**src/rtl/rv32im_ex_stage_if.sv**
```systemverilog
// Execute-stage port bundle: decode-side inputs and
// registered memory-side outputs plus the forwarding tap.
interface rv32im_ex_stage_if #(
  parameter int XLEN = 32
);
  logic            valid_in;
  logic [XLEN-1:0] pc_in;
  logic [31:0]     iw_in;
  logic [XLEN-1:0] rs1_data_in;
  logic [XLEN-1:0] rs2_data_in;
  logic            wb_en_in;
  logic [4:0]      wb_reg_in;
  logic            w_en_in;
  logic            stall_out;
  logic            valid_out;
  logic [XLEN-1:0] alu_out;
  logic [31:0]     iw_out;
  logic [XLEN-1:0] pc_out;
  logic [XLEN-1:0] rs2_data_out;
  logic            wb_en_out;
  logic [4:0]      wb_reg_out;
  logic            w_en_out;
  logic            br_taken_out;
  logic [XLEN-1:0] br_target_out;
  logic            df_ex_enable;
  logic [4:0]      df_ex_reg;
  logic [XLEN-1:0] df_ex_data;

  modport master (
    output valid_in, pc_in, iw_in,
    output rs1_data_in, rs2_data_in,
    output wb_en_in, wb_reg_in, w_en_in,
    input  stall_out, valid_out, alu_out,
    input  iw_out, pc_out, rs2_data_out,
    input  wb_en_out, wb_reg_out, w_en_out,
    input  br_taken_out, br_target_out,
    input  df_ex_enable, df_ex_reg, df_ex_data
  );

  modport slave (
    input  valid_in, pc_in, iw_in,
    input  rs1_data_in, rs2_data_in,
    input  wb_en_in, wb_reg_in, w_en_in,
    output stall_out, valid_out, alu_out,
    output iw_out, pc_out, rs2_data_out,
    output wb_en_out, wb_reg_out, w_en_out,
    output br_taken_out, br_target_out,
    output df_ex_enable, df_ex_reg, df_ex_data
  );
endinterface

```
**src/rtl/rv32im_ex_stage.sv**
```systemverilog
// RV32IM execute stage: single-cycle ALU, branch resolve,
// iterative mul/div under a stall handshake.
module rv32im_ex_stage #(
  parameter int XLEN     = 32,
  parameter int MUL_BITS = 1
) (
  input logic              clk,
  input logic              reset,
  rv32im_ex_stage_if.slave ex
);
  localparam int SHW  = $clog2(XLEN);
  localparam int NMUL = XLEN / MUL_BITS;
  localparam int CW   = $clog2(XLEN) + 1;
  localparam int MW   = XLEN + MUL_BITS;

  typedef enum logic [1:0] {
    IDLE, MUL, DIV, DONE
  } state_t;

  state_t state_q, state_d;

  logic [XLEN-1:0]   a, b;
  logic [31:0]       iw;
  logic [6:0]        opc, f7;
  logic [2:0]        f3;
  logic [XLEN-1:0]   imm_i, imm_s, imm_b;
  logic [XLEN-1:0]   imm_u, imm_j;
  logic              is_mop, is_m, stall;

  assign a   = ex.rs1_data_in;
  assign b   = ex.rs2_data_in;
  assign iw  = ex.iw_in;
  assign opc = iw[6:0];
  assign f3  = iw[14:12];
  assign f7  = iw[31:25];

  assign imm_i = XLEN'($signed(iw[31:20]));
  assign imm_s = XLEN'($signed({iw[31:25], iw[11:7]}));
  assign imm_b = XLEN'($signed({iw[31], iw[7],
                   iw[30:25], iw[11:8], 1'b0}));
  assign imm_u = XLEN'($signed({iw[31:12], 12'b0}));
  assign imm_j = XLEN'($signed({iw[31], iw[19:12],
                   iw[20], iw[30:21], 1'b0}));

  assign is_mop = (opc == 7'b0110011) &&
                  (f7 == 7'b0000001);
  assign is_m   = ex.valid_in & is_mop;
  assign stall  = is_m & (state_q != DONE);

  // operand signedness per M-op; magnitudes feed the iterators
  logic            a_sgn, b_sgn, a_neg, b_neg;
  logic [XLEN-1:0] a_mag, b_mag;
  logic            div_zero, div_ovf;

  assign a_sgn = f3[2] ? !f3[0] : (f3 != 3'b011);
  assign b_sgn = f3[2] ? !f3[0] : !f3[1];
  assign a_neg = a_sgn & a[XLEN-1];
  assign b_neg = b_sgn & b[XLEN-1];
  assign a_mag = a_neg ? -a : a;
  assign b_mag = b_neg ? -b : b;
  assign div_zero = (b == '0);
  assign div_ovf  = !f3[0] && (b == '1) &&
                    (a == {1'b1, {(XLEN-1){1'b0}}});

  logic [2*XLEN-1:0] acc_q, mul_next, div_next;
  logic [XLEN-1:0]   opb_q;
  logic [CW-1:0]     cnt_q;
  logic              negp_q, negr_q;
  logic [MW-1:0]     msum;
  logic [XLEN:0]     dsh, dsub;

  assign msum = {{MUL_BITS{1'b0}}, acc_q[2*XLEN-1:XLEN]}
              + MW'(opb_q) * MW'(acc_q[MUL_BITS-1:0]);
  assign mul_next = {msum, acc_q[XLEN-1:MUL_BITS]};
  assign dsh  = acc_q[2*XLEN-1:XLEN-1];
  assign dsub = dsh - {1'b0, opb_q};
  assign div_next = dsub[XLEN]
    ? {dsh[XLEN-1:0], acc_q[XLEN-2:0], 1'b0}
    : {dsub[XLEN-1:0], acc_q[XLEN-2:0], 1'b1};

  always_comb begin
    state_d = state_q;
    unique case (state_q)
      IDLE: if (is_m)
        state_d = !f3[2] ? MUL :
                  (div_zero | div_ovf) ? DONE : DIV;
      MUL:  if (cnt_q == CW'(NMUL-1)) state_d = DONE;
      DIV:  if (cnt_q == CW'(XLEN-1)) state_d = DONE;
      DONE: state_d = IDLE;
      default: state_d = IDLE;
    endcase
  end

  always_ff @(posedge clk) begin
    if (reset) begin
      state_q <= IDLE;
      acc_q   <= '0;
      opb_q   <= '0;
      cnt_q   <= '0;
      negp_q  <= 1'b0;
      negr_q  <= 1'b0;
    end else begin
      state_q <= state_d;
      unique case (state_q)
        IDLE: if (is_m) begin
          cnt_q  <= '0;
          opb_q  <= b_mag;
          negp_q <= a_neg ^ b_neg;
          negr_q <= a_neg;
          acc_q  <= {{XLEN{1'b0}}, a_mag};
          // special cases preload the final quotient/remainder
          if (f3[2] && div_zero) begin
            acc_q  <= {a, {XLEN{1'b1}}};
            negp_q <= 1'b0;
            negr_q <= 1'b0;
          end else if (f3[2] && div_ovf) begin
            acc_q  <= {{XLEN{1'b0}}, a};
            negp_q <= 1'b0;
            negr_q <= 1'b0;
          end
        end
        MUL: begin
          acc_q <= mul_next;
          cnt_q <= cnt_q + 1'b1;
        end
        DIV: begin
          acc_q <= div_next;
          cnt_q <= cnt_q + 1'b1;
        end
        default: ;
      endcase
    end
  end

  logic [2*XLEN-1:0] prod;
  logic [XLEN-1:0]   quo, rem, m_res;

  assign prod = negp_q ? -acc_q : acc_q;
  assign quo  = negp_q ? -acc_q[XLEN-1:0]
                       : acc_q[XLEN-1:0];
  assign rem  = negr_q ? -acc_q[2*XLEN-1:XLEN]
                       : acc_q[2*XLEN-1:XLEN];
  assign m_res = (f3 == 3'b000) ? prod[XLEN-1:0] :
                 !f3[2]         ? prod[2*XLEN-1:XLEN] :
                 !f3[1]         ? quo : rem;

  logic [XLEN-1:0] alu_res, br_tgt, op2;
  logic [SHW-1:0]  sh;
  logic            br_c, op_r, op_i;

  assign op_r = (opc == 7'b0110011);
  assign op_i = (opc == 7'b0010011);
  assign op2  = op_r ? b : imm_i;
  assign sh   = op2[SHW-1:0];

  always_comb begin
    alu_res = '0;
    br_c    = 1'b0;
    br_tgt  = '0;
    unique case (1'b1)
      op_r | op_i: begin
        unique case (f3)
          3'b000: alu_res = (op_r & iw[30]) ? a - op2
                                            : a + op2;
          3'b001: alu_res = a << sh;
          3'b010: alu_res =
            XLEN'($signed(a) < $signed(op2));
          3'b011: alu_res = XLEN'(a < op2);
          3'b100: alu_res = a ^ op2;
          3'b101: alu_res = iw[30]
            ? XLEN'($signed(a) >>> sh) : a >> sh;
          3'b110: alu_res = a | op2;
          default: alu_res = a & op2;
        endcase
      end
      opc == 7'b0000011: alu_res = a + imm_i;
      opc == 7'b0100011: alu_res = a + imm_s;
      opc == 7'b0110111: alu_res = imm_u;
      opc == 7'b0010111: alu_res = ex.pc_in + imm_u;
      opc == 7'b1101111: begin
        alu_res = ex.pc_in + XLEN'(4);
        br_c    = 1'b1;
        br_tgt  = ex.pc_in + imm_j;
      end
      opc == 7'b1100111: begin
        alu_res = ex.pc_in + XLEN'(4);
        br_c    = 1'b1;
        br_tgt  = (a + imm_i) & ~XLEN'(1);
      end
      opc == 7'b1100011: begin
        br_tgt = ex.pc_in + imm_b;
        unique case (f3)
          3'b000: br_c = (a == b);
          3'b001: br_c = (a != b);
          3'b100: br_c = $signed(a) < $signed(b);
          3'b101: br_c = !($signed(a) < $signed(b));
          3'b110: br_c = (a < b);
          3'b111: br_c = !(a < b);
          default: br_c = 1'b0;
        endcase
      end
      default: ;
    endcase
  end

  logic [XLEN-1:0] result;
  logic            ld;

  assign result = is_mop ? m_res : alu_res;
  assign ld     = ex.valid_in & !stall;

  assign ex.stall_out    = stall;
  assign ex.df_ex_reg    = ex.wb_reg_in;
  assign ex.df_ex_data   = result;
  assign ex.df_ex_enable = ld & ex.wb_en_in &
                           (ex.wb_reg_in != 5'd0);

  always_ff @(posedge clk) begin
    if (reset) begin
      ex.valid_out     <= 1'b0;
      ex.alu_out       <= '0;
      ex.iw_out        <= '0;
      ex.pc_out        <= '0;
      ex.rs2_data_out  <= '0;
      ex.wb_en_out     <= 1'b0;
      ex.wb_reg_out    <= '0;
      ex.w_en_out      <= 1'b0;
      ex.br_taken_out  <= 1'b0;
      ex.br_target_out <= '0;
    end else begin
      ex.valid_out     <= ld;
      ex.alu_out       <= result;
      ex.iw_out        <= iw;
      ex.pc_out        <= ex.pc_in;
      ex.rs2_data_out  <= b;
      ex.wb_en_out     <= ld & ex.wb_en_in;
      ex.wb_reg_out    <= ex.wb_reg_in;
      ex.w_en_out      <= ld & ex.w_en_in;
      ex.br_taken_out  <= ld & br_c;
      ex.br_target_out <= br_tgt;
    end
  end
endmodule

```
**src/flat_wrapper.sv**
```systemverilog
// flat-port wrapper written by rule: the top's interface ports become plain ports
module rv32im_ex_stage_flat 
#(
  parameter int XLEN     = 32,
  parameter int MUL_BITS = 1
)
  (clk, reset, ex_valid_in, ex_pc_in, ex_iw_in, ex_rs1_data_in, ex_rs2_data_in, ex_wb_en_in, ex_wb_reg_in, ex_w_en_in, ex_stall_out, ex_valid_out, ex_alu_out, ex_iw_out, ex_pc_out, ex_rs2_data_out, ex_wb_en_out, ex_wb_reg_out, ex_w_en_out, ex_br_taken_out, ex_br_target_out, ex_df_ex_enable, ex_df_ex_reg, ex_df_ex_data);
  rv32im_ex_stage_if #(.XLEN(XLEN)) ex_i ();
  input logic clk;
  input logic reset;
  input wire logic [$bits(ex_i.valid_in)-1:0] ex_valid_in;
  input wire logic [$bits(ex_i.pc_in)-1:0] ex_pc_in;
  input wire logic [$bits(ex_i.iw_in)-1:0] ex_iw_in;
  input wire logic [$bits(ex_i.rs1_data_in)-1:0] ex_rs1_data_in;
  input wire logic [$bits(ex_i.rs2_data_in)-1:0] ex_rs2_data_in;
  input wire logic [$bits(ex_i.wb_en_in)-1:0] ex_wb_en_in;
  input wire logic [$bits(ex_i.wb_reg_in)-1:0] ex_wb_reg_in;
  input wire logic [$bits(ex_i.w_en_in)-1:0] ex_w_en_in;
  output wire logic [$bits(ex_i.stall_out)-1:0] ex_stall_out;
  output wire logic [$bits(ex_i.valid_out)-1:0] ex_valid_out;
  output wire logic [$bits(ex_i.alu_out)-1:0] ex_alu_out;
  output wire logic [$bits(ex_i.iw_out)-1:0] ex_iw_out;
  output wire logic [$bits(ex_i.pc_out)-1:0] ex_pc_out;
  output wire logic [$bits(ex_i.rs2_data_out)-1:0] ex_rs2_data_out;
  output wire logic [$bits(ex_i.wb_en_out)-1:0] ex_wb_en_out;
  output wire logic [$bits(ex_i.wb_reg_out)-1:0] ex_wb_reg_out;
  output wire logic [$bits(ex_i.w_en_out)-1:0] ex_w_en_out;
  output wire logic [$bits(ex_i.br_taken_out)-1:0] ex_br_taken_out;
  output wire logic [$bits(ex_i.br_target_out)-1:0] ex_br_target_out;
  output wire logic [$bits(ex_i.df_ex_enable)-1:0] ex_df_ex_enable;
  output wire logic [$bits(ex_i.df_ex_reg)-1:0] ex_df_ex_reg;
  output wire logic [$bits(ex_i.df_ex_data)-1:0] ex_df_ex_data;
  assign ex_i.valid_in = ex_valid_in;
  assign ex_i.pc_in = ex_pc_in;
  assign ex_i.iw_in = ex_iw_in;
  assign ex_i.rs1_data_in = ex_rs1_data_in;
  assign ex_i.rs2_data_in = ex_rs2_data_in;
  assign ex_i.wb_en_in = ex_wb_en_in;
  assign ex_i.wb_reg_in = ex_wb_reg_in;
  assign ex_i.w_en_in = ex_w_en_in;
  assign ex_stall_out = ex_i.stall_out;
  assign ex_valid_out = ex_i.valid_out;
  assign ex_alu_out = ex_i.alu_out;
  assign ex_iw_out = ex_i.iw_out;
  assign ex_pc_out = ex_i.pc_out;
  assign ex_rs2_data_out = ex_i.rs2_data_out;
  assign ex_wb_en_out = ex_i.wb_en_out;
  assign ex_wb_reg_out = ex_i.wb_reg_out;
  assign ex_w_en_out = ex_i.w_en_out;
  assign ex_br_taken_out = ex_i.br_taken_out;
  assign ex_br_target_out = ex_i.br_target_out;
  assign ex_df_ex_enable = ex_i.df_ex_enable;
  assign ex_df_ex_reg = ex_i.df_ex_reg;
  assign ex_df_ex_data = ex_i.df_ex_data;
  rv32im_ex_stage #(.XLEN(XLEN), .MUL_BITS(MUL_BITS)) u_core (.clk(clk), .reset(reset), .ex(ex_i));
endmodule
```
**config.mk**
```make
export PLATFORM = sky130hd
export DESIGN_NAME = rv32im_ex_stage_flat
export DESIGN_NICKNAME = d
export VERILOG_FILES = /design/src/rtl/rv32im_ex_stage_if.sv /design/src/rtl/rv32im_ex_stage.sv /design/src/flat_wrapper.sv
export SDC_FILE = /design/constraint.sdc
export NUM_CORES = 2
export LEC_CHECK = 0
export BUFFER_PORTS_ARGS = -buffer_cell sky130_fd_sc_hd__buf_2
export CORE_ASPECT_RATIO = 0.7
export CORE_UTILIZATION = 37
export DETAILED_ROUTE_END_ITERATION = 10
export PLACE_DENSITY_LB_ADDON = 0.2
export SLEW_MARGIN = 20
export SYNTH_ARGS = -nofsm -noshare
export SYNTH_HDL_FRONTEND = slang
export SYNTH_SLANG_ARGS = --single-unit
export TNS_END_PERCENT = 10
```
**constraint.sdc**
```tcl
create_clock -name clk -period 13.4 [get_ports clk]
set_clock_uncertainty 0.2 [all_clocks]
set_input_delay 0.67 -clock clk [delete_from_list [all_inputs] [get_ports clk]]
set_output_delay 0.67 -clock clk [all_outputs]
set_load 0.03 [all_outputs]
```
==> run summary <==
### Logic synthesis
• number of synthesized flops with an enable pin: 0
• unique cell type count in the Yosys netlist: 105
• Post-synth top flop: dfxtp_1
• number of nets in the synthesized netlist: 5,389
• synthesized area: 35,140 um2
• largest area contributor in the synthesized netlist: dfxtp_1
• share of the yosys chip area belonging to registers: 15.67%
• warning count from the yosys run: 0
• average size of a mapped cell: 7.084 um2
• number of instances in the synthesized netlist: 4,961
• Yosys top cell area share: 15.67%
• post-synthesis async set-or-reset flop share: 0%
• number of synthesized register bits: 275
• most area-consuming cells after synthesis: dfxtp_1, ha_1, a21oi_1, o21ai_0, xnor2_1

### Power
• static power due to leakage: 0.01677 uW
• Tot Pwr: 5739 uW
• Sequential Power Share: 18.6%
• P per Cell Area: 145.9 nW/um2
• internal portion of total power: 2702 uW
• net switching power figure: 3036 uW
• Comb pwr share: 62.4%
• worst supply voltage drop on vdd: 0.0009091 V
• Clock Power Share: 19.0%
• switching share of total power: 52.91%

### Floorplanning
• Placeable Area: 93,970 um2
• number of primary I/O pins: 346
• Die Outline Area: 96,240 um2
• initial standard-cell utilization of the core: 37.40%
• num rows: 94
• width of the die: 370.4 um
• chip height: 259.9 um

### Routing
• first-pass iteration count of the detailed router: 7
• remaining antenna violation count: 0
• Detailed Route Iter0 Violations: 7,220
• Vias/cell: 6.644
• average wire per standard cell: 32.91 um
• routed vias: 42,510
• DRT Wirelength: 210.6 mm
• Post-route DRC: 0

### Worst setup path
• critical-path maximum fanout: 63
• Arr. time, crit path: 7710 ps
• critical path capture point type: output pin
• required time at the endpoint of the critical path: 12,530 ps
• critical path class: input port to output pin
• startpoint types: input port

### Clock network
• CTS max path bufs: 3
• clock latency on the worst-skew pair: 610 ps
• Clock Sink Count: 275
• clock tree from TritonCTS: done
• quantity of hold-fixing buffers added after cts: 0
• CTS clock-pin slew for the worst setup and hold paths: 60 ps
• number of clock buffers inserted by TritonCTS: 35
• H-tree level count: 2
• number of buffers inserted to repair setup after CTS: 0
• master cell of the clock root buffer: clkbuf_16
• cts repair resizes: 0

### Run status
• run status: complete, no violations

### Timing
• maximum clock frequency: 0.1166 GHz
• setup repair after global routing missed its margin: false
• number of endpoints failing setup at the final stage: 0
• final critical-path share of the clock period: 64.00%
• Period minus WS final: 8576 ps
• setup_tns: 0 ps
• relative slew slack: 4.512%
• final slew viol count: 0
• count of final hold-check violations: 0
• actual slew at the worst max-slew pin: 1414 ps

### Global routing
• number of global-route vias before repair: 37,240
• layer with the highest usage: met1
• antenna violations before repair: 19
• wire length of the first global-routing pass: 291.1 mm
• met2 track demand over resource: 51.15%
• largest net degree at the start of global routing: 70
• global-route met1 utilization: 64.55%
• fraction of met3 tracks used by global routing: 15.36%
• global route overflow: 0
• GR Util All Layers: 41.98%

### Flow run
• max-cap violations: 0

### Placement
• last weighted congestion value of the routability-driven placer: 1.092
• buffers added on ports: 345
• post-detail-place hpwl: 167.9 mm

### Cells and area
• final net count: 5,540
• most common library cell in the layout ignoring fill and taps: a21oi_1
• area growth from synthesis to final layout: 11.95%
• highest-count cells in the layout ignoring fill and taps: a21oi_1, nor2_1, o21ai_0
• layout cell share with drive strength beyond 1: 13.18%

### Hold path
• min-delay worst type: input port to flop

[synthesized netlist by cell type, drive strengths merged, types with 37 or more instances]
cell and count:
nand4 66, dfxtp 275, nor2b 74, o211ai 63, buf 77, or3 45, inv 235, a22oi 62
a211oi 119, a31oi 64, xnor2 221, a221oi 74, o22ai 37, o21a 37, nor3 123, and3 43
a21oi 460, nand2 378, mux2 43, ha 283, and2 53, nand3 148, nor2 436, o21bai 42
mux2i 72, o31ai 58, o21ai 408, a21o 172, xor2 113, clkbuf 279
[worst max-delay path: stages]
cell,delay [ps]
buf_2,100
buf_4,420
nand4bb_1,600
nor3_1,680
nor2_4,210
inv_2,80
buf_4,660
ha_1,310
a21oi_1,100
a211oi_1,810
o21ai_0,310
a31oi_1,720
a21bo_2,330
nand2_1,90
mux2_2,290
nor2_1,130
nor4b_1,80
o311ai_1,750
buf_2,330
[routing by layer]
layer | wire length [um] | vias to the layer above
li1 | - | 18640
met1 | 97080 | 20580
met2 | 74080 | 2935
met3 | 31630 | 342
met4 | 7529 | 8
met5 | 253 | -
[power by group through the flow]
stage | Clock, uW | Sequential, uW | Combinational [uW]
after floorplan | 0 | 1020 | 2310
after global placement | 0 | 1070 | 3380
after detailed placement | 0 | 1070 | 3380
after CTS | 1100 | 1060 | 3400
after global routing | 1130 | 1080 | 3760
final | 1090 | 1070 | 3580
[logic make-up (layout without fill, tap and decap cells)]
group / Yosys count / in the layout / share of synthesized area, %
multiplexers: 126 / 126 / 4.134
flip-flops: 275 / 275 / 15.67
AO/OA/AOI/OAI: 1841 / 1841 / 34.23
other: 0 / 13 / 0
XOR/XNOR: 334 / 334 / 8.324
AND/OR/NAND/NOR: 1495 / 1495 / 20.36
adder cells (fa/ha/maj): 290 / 290 / 10.47
buffers and inverters: 600 / 776 / 6.815
[sequential cells by signal, indices dropped and copies added, names as in the netlist, 2 cells and up]
register	count
u_core.opb_q	32
u_core.acc_q	64
u_core.ex.pc_out	32
u_core.cnt_q	6
u_core.ex.alu_out	32
u_core.ex.iw_out	32
u_core.ex.rs2_data_out	32
u_core.state_q	2
u_core.ex.wb_reg_out	5
u_core.ex.br_target_out	32
[cell type report]
type / instances / area [um2]
Timing Repair Buffer: 473 / 2696
Sequential cell: 275 / 5507
Tap cell: 1248 / 1562
Multi-Input combinational cell: 4086 / 27380
Clock buffer: 48 / 1036
Antenna cell: 13 / 32.53
Fill cell: 9950 / 54630
Inverter: 241 / 904.6
Clock inverter: 14 / 220.2
[metrics by stage]
step / hold WS [ps] / instance area (um2) / util, % / instances / setup WS, ps
2_1_floorplan: 249.0 / 35140 / - / 4961 / 7091
3_3_place_gp: 287.7 / 38020 / 40.46 / 6322 / 5194
3_5_place_dp: 292.0 / 38030 / 40.47 / 6322 / 5142
4_1_cts: 61.50 / 39290 / 41.81 / 6384 / 5130
5_1_grt: 93.20 / 39330 / 41.85 / 6394 / 4795
6_report: 83.45 / 39340 / 41.86 / 6398 / 4824
[path summary, 6_finish.rpt]
kind | start | to | slack (ps) | depth (start not counted)
setup / recovery | ex_iw_in[5] | ex_df_ex_data[23] | 4820 | 19
hold / removal | ex_w_en_in | u_core.ex.w_en_out | 80 | 2
setup reg to reg | u_core.acc_q[31] | u_core.acc_q[63] | 7450 | 17
hold reg to reg | u_core.opb_q[30] | u_core.opb_q[30] | 300 | 2
Power figures use the tool's default switching activity.
